<file path="config.mk">
export PLATFORM = sky130hd
export DESIGN_NAME = uart_tx_arbiter_flat
export DESIGN_NICKNAME = d
export VERILOG_FILES = /design/src/rtl/uart_tx_arbiter_if.sv /design/src/rtl/uart_tx_arbiter.sv /design/src/flat_wrapper.sv
export SDC_FILE = /design/constraint.sdc
export NUM_CORES = 1
export LEC_CHECK = 0
export CAP_MARGIN = 20
export CELL_PAD_IN_SITES_DETAIL_PLACEMENT = 0
export CELL_PAD_IN_SITES_GLOBAL_PLACEMENT = 2
export CORE_MARGIN = 5
export CORE_UTILIZATION = 25
export DETAILED_ROUTE_END_ITERATION = 7
export GPL_TIMING_DRIVEN = 0
export MAX_ROUTING_LAYER = met4
export PLACE_DENSITY_LB_ADDON = 0.1
export SLEW_MARGIN = 20
export SYNTH_ARGS = -nofsm -noshare
export SYNTH_HDL_FRONTEND = slang
export SYNTH_SLANG_ARGS = --single-unit
</file>
<file path="constraint.sdc">
create_clock -name clk -period 1.9 [get_ports clk]
set_clock_uncertainty 0.2 [all_clocks]
set_input_delay 0.19 -clock clk [delete_from_list [all_inputs] [get_ports clk]]
set_output_delay 0.19 -clock clk [all_outputs]
set_load 0.02 [all_outputs]
</file>
<file path="src/rtl/uart_tx_arbiter_if.sv">
`default_nettype none
// ---------------------------------------------------------------------------
// uart_tx_arbiter_if : requester handshakes, uart_send strobe/busy and status
// Revision: 1.0
// ---------------------------------------------------------------------------
interface uart_tx_arbiter_if;
    logic       req0;
    logic [7:0] din0;
    logic       ack0;
    logic       req1;
    logic [7:0] din1;
    logic       ack1;
    logic       uart_en;
    logic [7:0] uart_din;
    logic       uart_tx_busy;
    logic [1:0] grant;
    logic       timeout_err;
    logic       clr_err;

    // master: requesters plus the uart_send side; slave: the arbiter itself
    modport master (
        output req0, din0, req1, din1, uart_tx_busy, clr_err,
        input  ack0, ack1, uart_en, uart_din, grant, timeout_err
    );

    modport slave (
        input  req0, din0, req1, din1, uart_tx_busy, clr_err,
        output ack0, ack1, uart_en, uart_din, grant, timeout_err
    );
endinterface

`default_nettype wire

</file>
<file path="src/rtl/uart_tx_arbiter.sv">
`default_nettype none
// ---------------------------------------------------------------------------
// uart_tx_arbiter : round-robin sharing of one uart_send between two byte
// requesters. Optional per-port byte counters under UART_ARB_STAT_EN.
// Revision: 1.0
// ---------------------------------------------------------------------------
module uart_tx_arbiter #(
    parameter int BUSY_TIMEOUT = 16,
    parameter int GUARD_CYCLES = 2
`ifdef UART_ARB_STAT_EN
    ,
    parameter int CNT_W        = 16
`endif
) (
    input  logic             clk,
    input  logic             rst_n,
    uart_tx_arbiter_if.slave bus
`ifdef UART_ARB_STAT_EN
    ,
    output logic [CNT_W-1:0] cnt0,
    output logic [CNT_W-1:0] cnt1
`endif
);

    localparam int TMO_W = (BUSY_TIMEOUT > 1) ? $clog2(BUSY_TIMEOUT) : 1;
    localparam int GRD_W = (GUARD_CYCLES > 1) ? $clog2(GUARD_CYCLES) : 1;
    localparam logic [TMO_W-1:0] TMO_LAST = TMO_W'(BUSY_TIMEOUT - 1);
    localparam logic [GRD_W-1:0] GRD_LAST = GRD_W'(GUARD_CYCLES - 1);

    typedef enum logic [1:0] {
        IDLE      = 2'd0,
        WAIT_BUSY = 2'd1,
        WAIT_DONE = 2'd2,
        GUARD     = 2'd3
    } state_t;

    state_t           state_q, state_d;
    logic [1:0]       grant_q, grant_d;
    logic             last_grant_q, last_grant_d;
    logic             ack0_q, ack0_d;
    logic             ack1_q, ack1_d;
    logic             uart_en_q, uart_en_d;
    logic [7:0]       uart_din_q, uart_din_d;
    logic             timeout_err_q, timeout_err_d;
    logic             busy_dly_q;
    logic [TMO_W-1:0] tmo_cnt_q, tmo_cnt_d;
    logic [GRD_W-1:0] guard_cnt_q, guard_cnt_d;
    logic             pick1;
    logic             done_evt;

    always_comb begin
        state_d       = state_q;
        grant_d       = grant_q;
        last_grant_d  = last_grant_q;
        ack0_d        = 1'b0;
        ack1_d        = 1'b0;
        uart_en_d     = 1'b0;
        uart_din_d    = uart_din_q;
        // a clear in the same cycle as a new timeout loses to the set below
        timeout_err_d = timeout_err_q & ~bus.clr_err;
        tmo_cnt_d     = tmo_cnt_q;
        guard_cnt_d   = guard_cnt_q;
        pick1         = 1'b0;
        done_evt      = 1'b0;

        case (state_q)
            IDLE: begin
                // stale busy from a foreign source must clear on both samples first
                if ((bus.req0 || bus.req1) && !bus.uart_tx_busy && !busy_dly_q) begin
                    pick1        = (bus.req0 && bus.req1) ? ~last_grant_q : bus.req1;
                    uart_din_d   = pick1 ? bus.din1 : bus.din0;
                    grant_d      = pick1 ? 2'b10 : 2'b01;
                    last_grant_d = pick1;
                    ack0_d       = ~pick1;
                    ack1_d       = pick1;
                    uart_en_d    = 1'b1;
                    tmo_cnt_d    = '0;
                    state_d      = WAIT_BUSY;
                end
            end
            WAIT_BUSY: begin
                if (bus.uart_tx_busy) begin
                    state_d = WAIT_DONE;
                end else if (tmo_cnt_q == TMO_LAST) begin
                    timeout_err_d = 1'b1;
                    grant_d       = 2'b00;
                    guard_cnt_d   = '0;
                    state_d       = GUARD;
                end else begin
                    tmo_cnt_d = tmo_cnt_q + TMO_W'(1);
                end
            end
            WAIT_DONE: begin
                if (busy_dly_q && !bus.uart_tx_busy) begin
                    done_evt    = 1'b1;
                    grant_d     = 2'b00;
                    guard_cnt_d = '0;
                    state_d     = GUARD;
                end
            end
            GUARD: begin
                if (guard_cnt_q == GRD_LAST) begin
                    state_d = IDLE;
                end else begin
                    guard_cnt_d = guard_cnt_q + GRD_W'(1);
                end
            end
            default: state_d = IDLE;
        endcase
    end

`ifdef UART_ARB_STAT_EN
    logic [CNT_W-1:0] cnt0_q, cnt0_d;
    logic [CNT_W-1:0] cnt1_q, cnt1_d;

    // timed-out transfers never reach WAIT_DONE, so they are not counted
    always_comb begin
        cnt0_d = cnt0_q + CNT_W'(done_evt & grant_q[0]);
        cnt1_d = cnt1_q + CNT_W'(done_evt & grant_q[1]);
    end

    assign cnt0 = cnt0_q;
    assign cnt1 = cnt1_q;
`endif

    always_ff @(posedge clk or negedge rst_n) begin
        if (!rst_n) begin
            state_q       <= IDLE;
            grant_q       <= 2'b00;
            last_grant_q  <= 1'b1;
            ack0_q        <= 1'b0;
            ack1_q        <= 1'b0;
            uart_en_q     <= 1'b0;
            uart_din_q    <= 8'h00;
            timeout_err_q <= 1'b0;
            busy_dly_q    <= 1'b0;
            tmo_cnt_q     <= '0;
            guard_cnt_q   <= '0;
`ifdef UART_ARB_STAT_EN
            cnt0_q        <= '0;
            cnt1_q        <= '0;
`endif
        end else begin
            state_q       <= state_d;
            grant_q       <= grant_d;
            last_grant_q  <= last_grant_d;
            ack0_q        <= ack0_d;
            ack1_q        <= ack1_d;
            uart_en_q     <= uart_en_d;
            uart_din_q    <= uart_din_d;
            timeout_err_q <= timeout_err_d;
            busy_dly_q    <= bus.uart_tx_busy;
            tmo_cnt_q     <= tmo_cnt_d;
            guard_cnt_q   <= guard_cnt_d;
`ifdef UART_ARB_STAT_EN
            cnt0_q        <= cnt0_d;
            cnt1_q        <= cnt1_d;
`endif
        end
    end

    assign bus.ack0        = ack0_q;
    assign bus.ack1        = ack1_q;
    assign bus.uart_en     = uart_en_q;
    assign bus.uart_din    = uart_din_q;
    assign bus.grant       = grant_q;
    assign bus.timeout_err = timeout_err_q;

endmodule

`default_nettype wire

</file>
<file path="src/flat_wrapper.sv">
// flat-port wrapper written by rule: the top's interface ports become plain ports
module uart_tx_arbiter_flat 
#(
    parameter int BUSY_TIMEOUT = 16,
    parameter int GUARD_CYCLES = 2

)
  (clk, rst_n, bus_req0, bus_din0, bus_req1, bus_din1, bus_uart_tx_busy, bus_clr_err, bus_ack0, bus_ack1, bus_uart_en, bus_uart_din, bus_grant, bus_timeout_err);
  uart_tx_arbiter_if bus_i ();
  input  logic clk;
  input  logic rst_n;
  input wire logic [$bits(bus_i.req0)-1:0] bus_req0;
  input wire logic [$bits(bus_i.din0)-1:0] bus_din0;
  input wire logic [$bits(bus_i.req1)-1:0] bus_req1;
  input wire logic [$bits(bus_i.din1)-1:0] bus_din1;
  input wire logic [$bits(bus_i.uart_tx_busy)-1:0] bus_uart_tx_busy;
  input wire logic [$bits(bus_i.clr_err)-1:0] bus_clr_err;
  output wire logic [$bits(bus_i.ack0)-1:0] bus_ack0;
  output wire logic [$bits(bus_i.ack1)-1:0] bus_ack1;
  output wire logic [$bits(bus_i.uart_en)-1:0] bus_uart_en;
  output wire logic [$bits(bus_i.uart_din)-1:0] bus_uart_din;
  output wire logic [$bits(bus_i.grant)-1:0] bus_grant;
  output wire logic [$bits(bus_i.timeout_err)-1:0] bus_timeout_err;
  assign bus_i.req0 = bus_req0;
  assign bus_i.din0 = bus_din0;
  assign bus_i.req1 = bus_req1;
  assign bus_i.din1 = bus_din1;
  assign bus_i.uart_tx_busy = bus_uart_tx_busy;
  assign bus_i.clr_err = bus_clr_err;
  assign bus_ack0 = bus_i.ack0;
  assign bus_ack1 = bus_i.ack1;
  assign bus_uart_en = bus_i.uart_en;
  assign bus_uart_din = bus_i.uart_din;
  assign bus_grant = bus_i.grant;
  assign bus_timeout_err = bus_i.timeout_err;
  uart_tx_arbiter #(.BUSY_TIMEOUT(BUSY_TIMEOUT), .GUARD_CYCLES(GUARD_CYCLES)) u_core (.clk(clk), .rst_n(rst_n), .bus(bus_i));
endmodule
</file>
# Word-level counts from Yosys, hierarchy flattened
# Index checks and enable logic that the tools add are counted.
dict set report op_classes {
  addsub 2
  eq_ne 11
  muxes 32
  bitwise 4
  n_reduce_logical 16
}
# operator n
set op_table {}
lappend op_table {{$mux W2} 10}
lappend op_table {{$mux W1} 14}
lappend op_table {{$mux W4} 3}
lappend op_table {{$reduce_and A4 Y1} 3}
lappend op_table {{$mux W8} 1}
lappend op_table {{$ne A2 B1 Y1 const B} 4}
lappend op_table {{$pmux W2 S4} 1}
lappend op_table {{$pmux W4 S2} 1}
lappend op_table {{$pmux W2 S3} 1}
lappend op_table {{$reduce_bool A3 Y1} 2}
lappend op_table {{$reduce_and A5 Y1} 1}
lappend op_table {{$add A4 B1 Y4 const B} 1}
lappend op_table {{$eq A2 B2 Y1 const B} 2}
lappend op_table {{$eq A4 B4 Y1 const B} 1}
lappend op_table {{$logic_and A1 B1 Y1} 4}
lappend op_table {{$ne A2 B2 Y1 const B} 2}
lappend op_table {{$ne A3 B2 Y1 const B} 1}
lappend op_table {{$not A1 Y1} 3}
lappend op_table {{$pmux W1 S3} 1}
lappend op_table {{$eq A2 B1 Y1 const B} 1}
lappend op_table {{$logic_not A1 Y1} 2}
lappend op_table {{$logic_not A2 Y1} 1}
lappend op_table {{$reduce_and A2 Y1} 1}
lappend op_table {{$reduce_bool A2 Y1} 1}
lappend op_table {{other kinds (3)} 3}
dict set report word_totals {
  register_bits 23
  input_bits 22
  output_inout_bits 14
  wordCells 76
}

# Longest topological paths before layout
dict set report depth {
  depth_word 5
  ltp_mapped 7
  mapped_depth_nobuf 6
}

# Least setup slack after synthesis
# No wires, ideal clock.
dict set report synth_timing {
  path_type {reg-to-reg}
  startpoint {register u_core.state_q[0]}
  endpoint {register u_core.grant_q[0], in the netlist u_core.bus.grant[0]}
  setup_time_ns 0.128
  arrival_ns 1.722
  t_required_ns 1.572
  setup_slack_ns -0.150
  stages_incl_launch_ff 6
  n_path_buf 0
  synth_period_minus_slack_ns 2.050
  path_cell_list {dfrtp_1 -> inv_1 -> ha_1 -> or4b_4 -> a21oi_2 -> mux2_1}
}
dict set report synth_via {
  elab_chain_cells 3
  elab_cells_between_ends 10
  cone_classes {6 x eq/ne; 1 x mux; 3 x reduce/logical}
}
# item line_no
set synth_rtl {}
lappend synth_rtl {{from (decl)} uart_tx_arbiter.sv:37} ;# state_t state_q, state_d;
lappend synth_rtl {{from (signal assigned)} uart_tx_arbiter.sv:144} ;# state_q <= state_d;
lappend synth_rtl {{$eq A2 B2 Y1, or another cell as far along} n/a}
lappend synth_rtl {{$ne A2 B1 Y1 (no line), or another cell as far along} n/a}
lappend synth_rtl {{$reduce_and A5 Y1 (no line)} n/a}
lappend synth_rtl {{to (signal assigned)} uart_tx_arbiter.sv:145} ;# grant_q <= grant_d;
lappend synth_rtl {{to (decl)} uart_tx_arbiter.sv:38} ;# logic [1:0] grant_q, grant_d;
# Several ways; a longest one is shown, not always the timed one.
# A chain may end at the register's enable or synchronous reset.

# Final worst setup path
dict set report layout_timing {
  startpoint {register u_core.state_q[1]}
  endpoint {register u_core.grant_q[1], in the netlist u_core.bus.grant[1]}
}
# The elaborated chain is that of the path after synthesis.

==> run metrics <==
first-pass GRT wire length=5.533 mm; Required @ worst endpoint=1.85 ns; syn nets=142; num rows=25; layout cells sized above 1=28.14%; Root Driver=clkbuf_8; total track usage=11.65%; CP peak stage delay=0.42 ns; top cells by area in the synthesized netlist=dfrtp_1 47%, ha_1 7.4%, mux2i_1 6.8%; max-slew violation count=0; P_leak=0.8898 nW; setup TNS=-0.6097 ns; post-layout min period=2.008 ns; Slew @ Worst Pin=0.5819 ns; Pre-Repair DR Iteration Count=4; status=finished, violations left; Synthesis Warnings=0; VDD IR-drop max=0.0006475 V; crit-path cells=inv_2 > ha_2 > o21a_1 > a221o_1 > a21oi_4 > mux2_4; Max Clock Freq=497.9 MHz; Yosys reg bits=23; total number of vias=1,027; Reg2Reg Depth=6; dpl hpwl=2.201 mm; Final ANT Viol Nets=0; synthesis-to-layout area growth=62.79%; hold slack=0.2408 ns; CP Data Arrival Time=1.96 ns; DR iter-0 viols=17; die footprint=6210 um^2; initial core utilization=25.40%; Synth top area share=46.51%; PortBufs=35; Avg Cell Area, Syn=10.47 um^2; net switching power=1.070 mW; GRT overflow=0; placed cell area=1612 um^2; I/O pin cnt=36; Final setup viols=16; CP Capture Type=flop; Slew headroom=61.12%; DRC=0; fin nets=197; max_cap viols=0; final worst slack=-0.1085 ns; htree depth=1; DRT Wirelength=3.231 mm; ant diodes=0; Design Power=2.811 mW; CTS tree=built; synthesized area=1184 um^2; clock transition at the registers of the reported paths=0.08 ns; Synth Area in Compound Gates=13.95%; Worst path slowest cell=dfrtp_1; RePlAce Congestion=0.7023; final hold vios=0; Synth cell types=34; fin crit share=105.7%; crit path launch type=flop; HP Class=in2async; failing checks=negative setup slack; die height=78.81 um; post-synthesis sequential area ratio=48.73%; RSZ-0062 raised after global routing=true; logic gate share of total power=59.5%; Gate Count Post-Synth=113; vias per inst=4.647; worst-skew pair later-pin latency=0.26 ns; area share of fa/ha/maj cells after synthesis=7.400%; vias in the first global route=1,177; Sw Ratio=38.06%; Place WS=-0.3154 ns; simple-gate share of the synthesized area=15.01%; multiplexer share of the synthesized area=10.89%; dpl cells=202; Finished Core Util=41.34%; worst-path fanout max=4; largest family of logic cells by synthesized area=simple AND/OR/NAND/NOR gates; Final Cell Area=1927 um^2; core footprint=4661 um^2; family with the most delay on the worst path=compound AO/OA/AOI/OAI gates; critical path class=reg2reg; xor and xnor area share after synthesis=0%; Worst path depth=6; Pint=1.741 mW; power per cell area=1459 nW/um^2; Yosys top cell by area=dfrtp_1; WL per Instance=14.62 um; pin count of the biggest net entering global routing=24; final cell count without fillers=221; maximum root-to-sink buffer count=2; Seq pwr share=29.6%; CP bufs+invs=1; die width=78.81 um; initial antenna violation count=0; clock sink count=23; CTS Buf Count=3; clock power share=10.9%
-- path summary, 6_finish.rpt --
path | from | to | slack (ns)
max | u_core.state_q[1] | u_core.bus.grant[1] | -0.11
min | rst_n | u_core.tmo_cnt_q[0] | 0.24
max reg2reg | u_core.state_q[1] | u_core.bus.grant[1] | -0.11
min reg2reg | u_core.bus.uart_din[0] | u_core.bus.uart_din[0] | 0.30
max in group asynchronous | rst_n | u_core.state_q[0] | 0.86
min in group clk | bus_clr_err | u_core.bus.timeout_err | 0.28
-- state kept, by name (all words and copies together), names as in the netlist, 2 cells and up --
register             flops
u_core.state_q           2
u_core.bus.grant         2
u_core.tmo_cnt_q         4
u_core.bus.uart_din      8
-- synthesized netlist by cell type --
library cell  number
dfrtp_1           22
nand2_1           13
o21ai_1           10
mux2i_1            8
ha_1               7
nor2_1             7
inv_1              6
nand2b_1           4
mux2_1             3
nand3_1            3
o21ai_0            3
a211o_1            2
buf_2              2
nor2b_1            2
nor4_1             2
a211oi_1           1
a21o_1             1
a21oi_2            1
a221o_1            1
a22o_1             1
and2_1             1
buf_6              1
dfstp_2            1
inv_2              1
mux2_4             1
nor2_2             1
nor3_1             1
o21a_1             1
o22ai_1            1
o311ai_1           1
o31a_1             1
o32ai_1            1
or2_1              1
or4b_4             1
-- routing by layer --
layer / global-route usage (%) / vias to the layer above / routed length [um]
li1: - / 500 / -
met1: 13.68 / 499 / 1444
met2: 20.20 / 24 / 1646
met3: 1.927 / 4 / 108
met4: 4.021 / 0 / 31
met5: - / - / 0
-- power by group through the flow --
| stage | clock, mW | sequential (mW) | combinational (mW) |
|---|---|---|---|
| global placement | 0 | 0.821 | 1.24 |
| global route | 0.361 | 0.859 | 1.81 |
| finish | 0.308 | 0.831 | 1.67 |
| detailed placement | 0 | 0.825 | 1.24 |
| CTS | 0.334 | 0.823 | 1.53 |
| floorplan | 0 | 0.937 | 0.666 |
-- timing repair --
item | CTS | global route
gates cloned | 1 | 1
pin swaps | 9 | 5
gates resized for setup | 21 | 10
setup endpoints to repair | 15 | 18
hold endpoints to repair | 22 | 0
setup buffers | 9 | 3
hold buffers | 1 | 0
-- cells by family after synthesis --
kind of cell    count (synthesis)
fa+ha+maj                       7
mux                            12
flops                          23
simple gates                   36
compound gates                 25
buf+inv                        10
-- cell type report --
cell class                      instances  area, um^2
Inverter                                7       28.78
Timing Repair Buffer                   50       501.7
Sequential cell                        23       578.1
Clock buffer                            4       45.04
Multi-Input combinational cell         80       664.4
Tap cell                               54       67.56
Buffer                                  3       41.29
Fill cell                             462        2734
-- cell usage in the layout, fill, tap and decap left out, types with 2 or more instances in the layout --
master and n:
nand2_1 10, nand2_2 3, buf_6 2, inv_2 2, nand3_1 2, nor4_1 2
buf_8 2, nand2b_1 4, clkdlybuf4s50_1 34, inv_1 4, mux2_4 4, buf_4 11
o21ai_1 10, nor2_1 7, dfrtp_1 21, o21ai_0 3, ha_2 3, a211o_1 2
ha_1 3, mux2i_1 8, clkbuf_8 3
No activity file was read; power rests on OpenSTA's default activity.
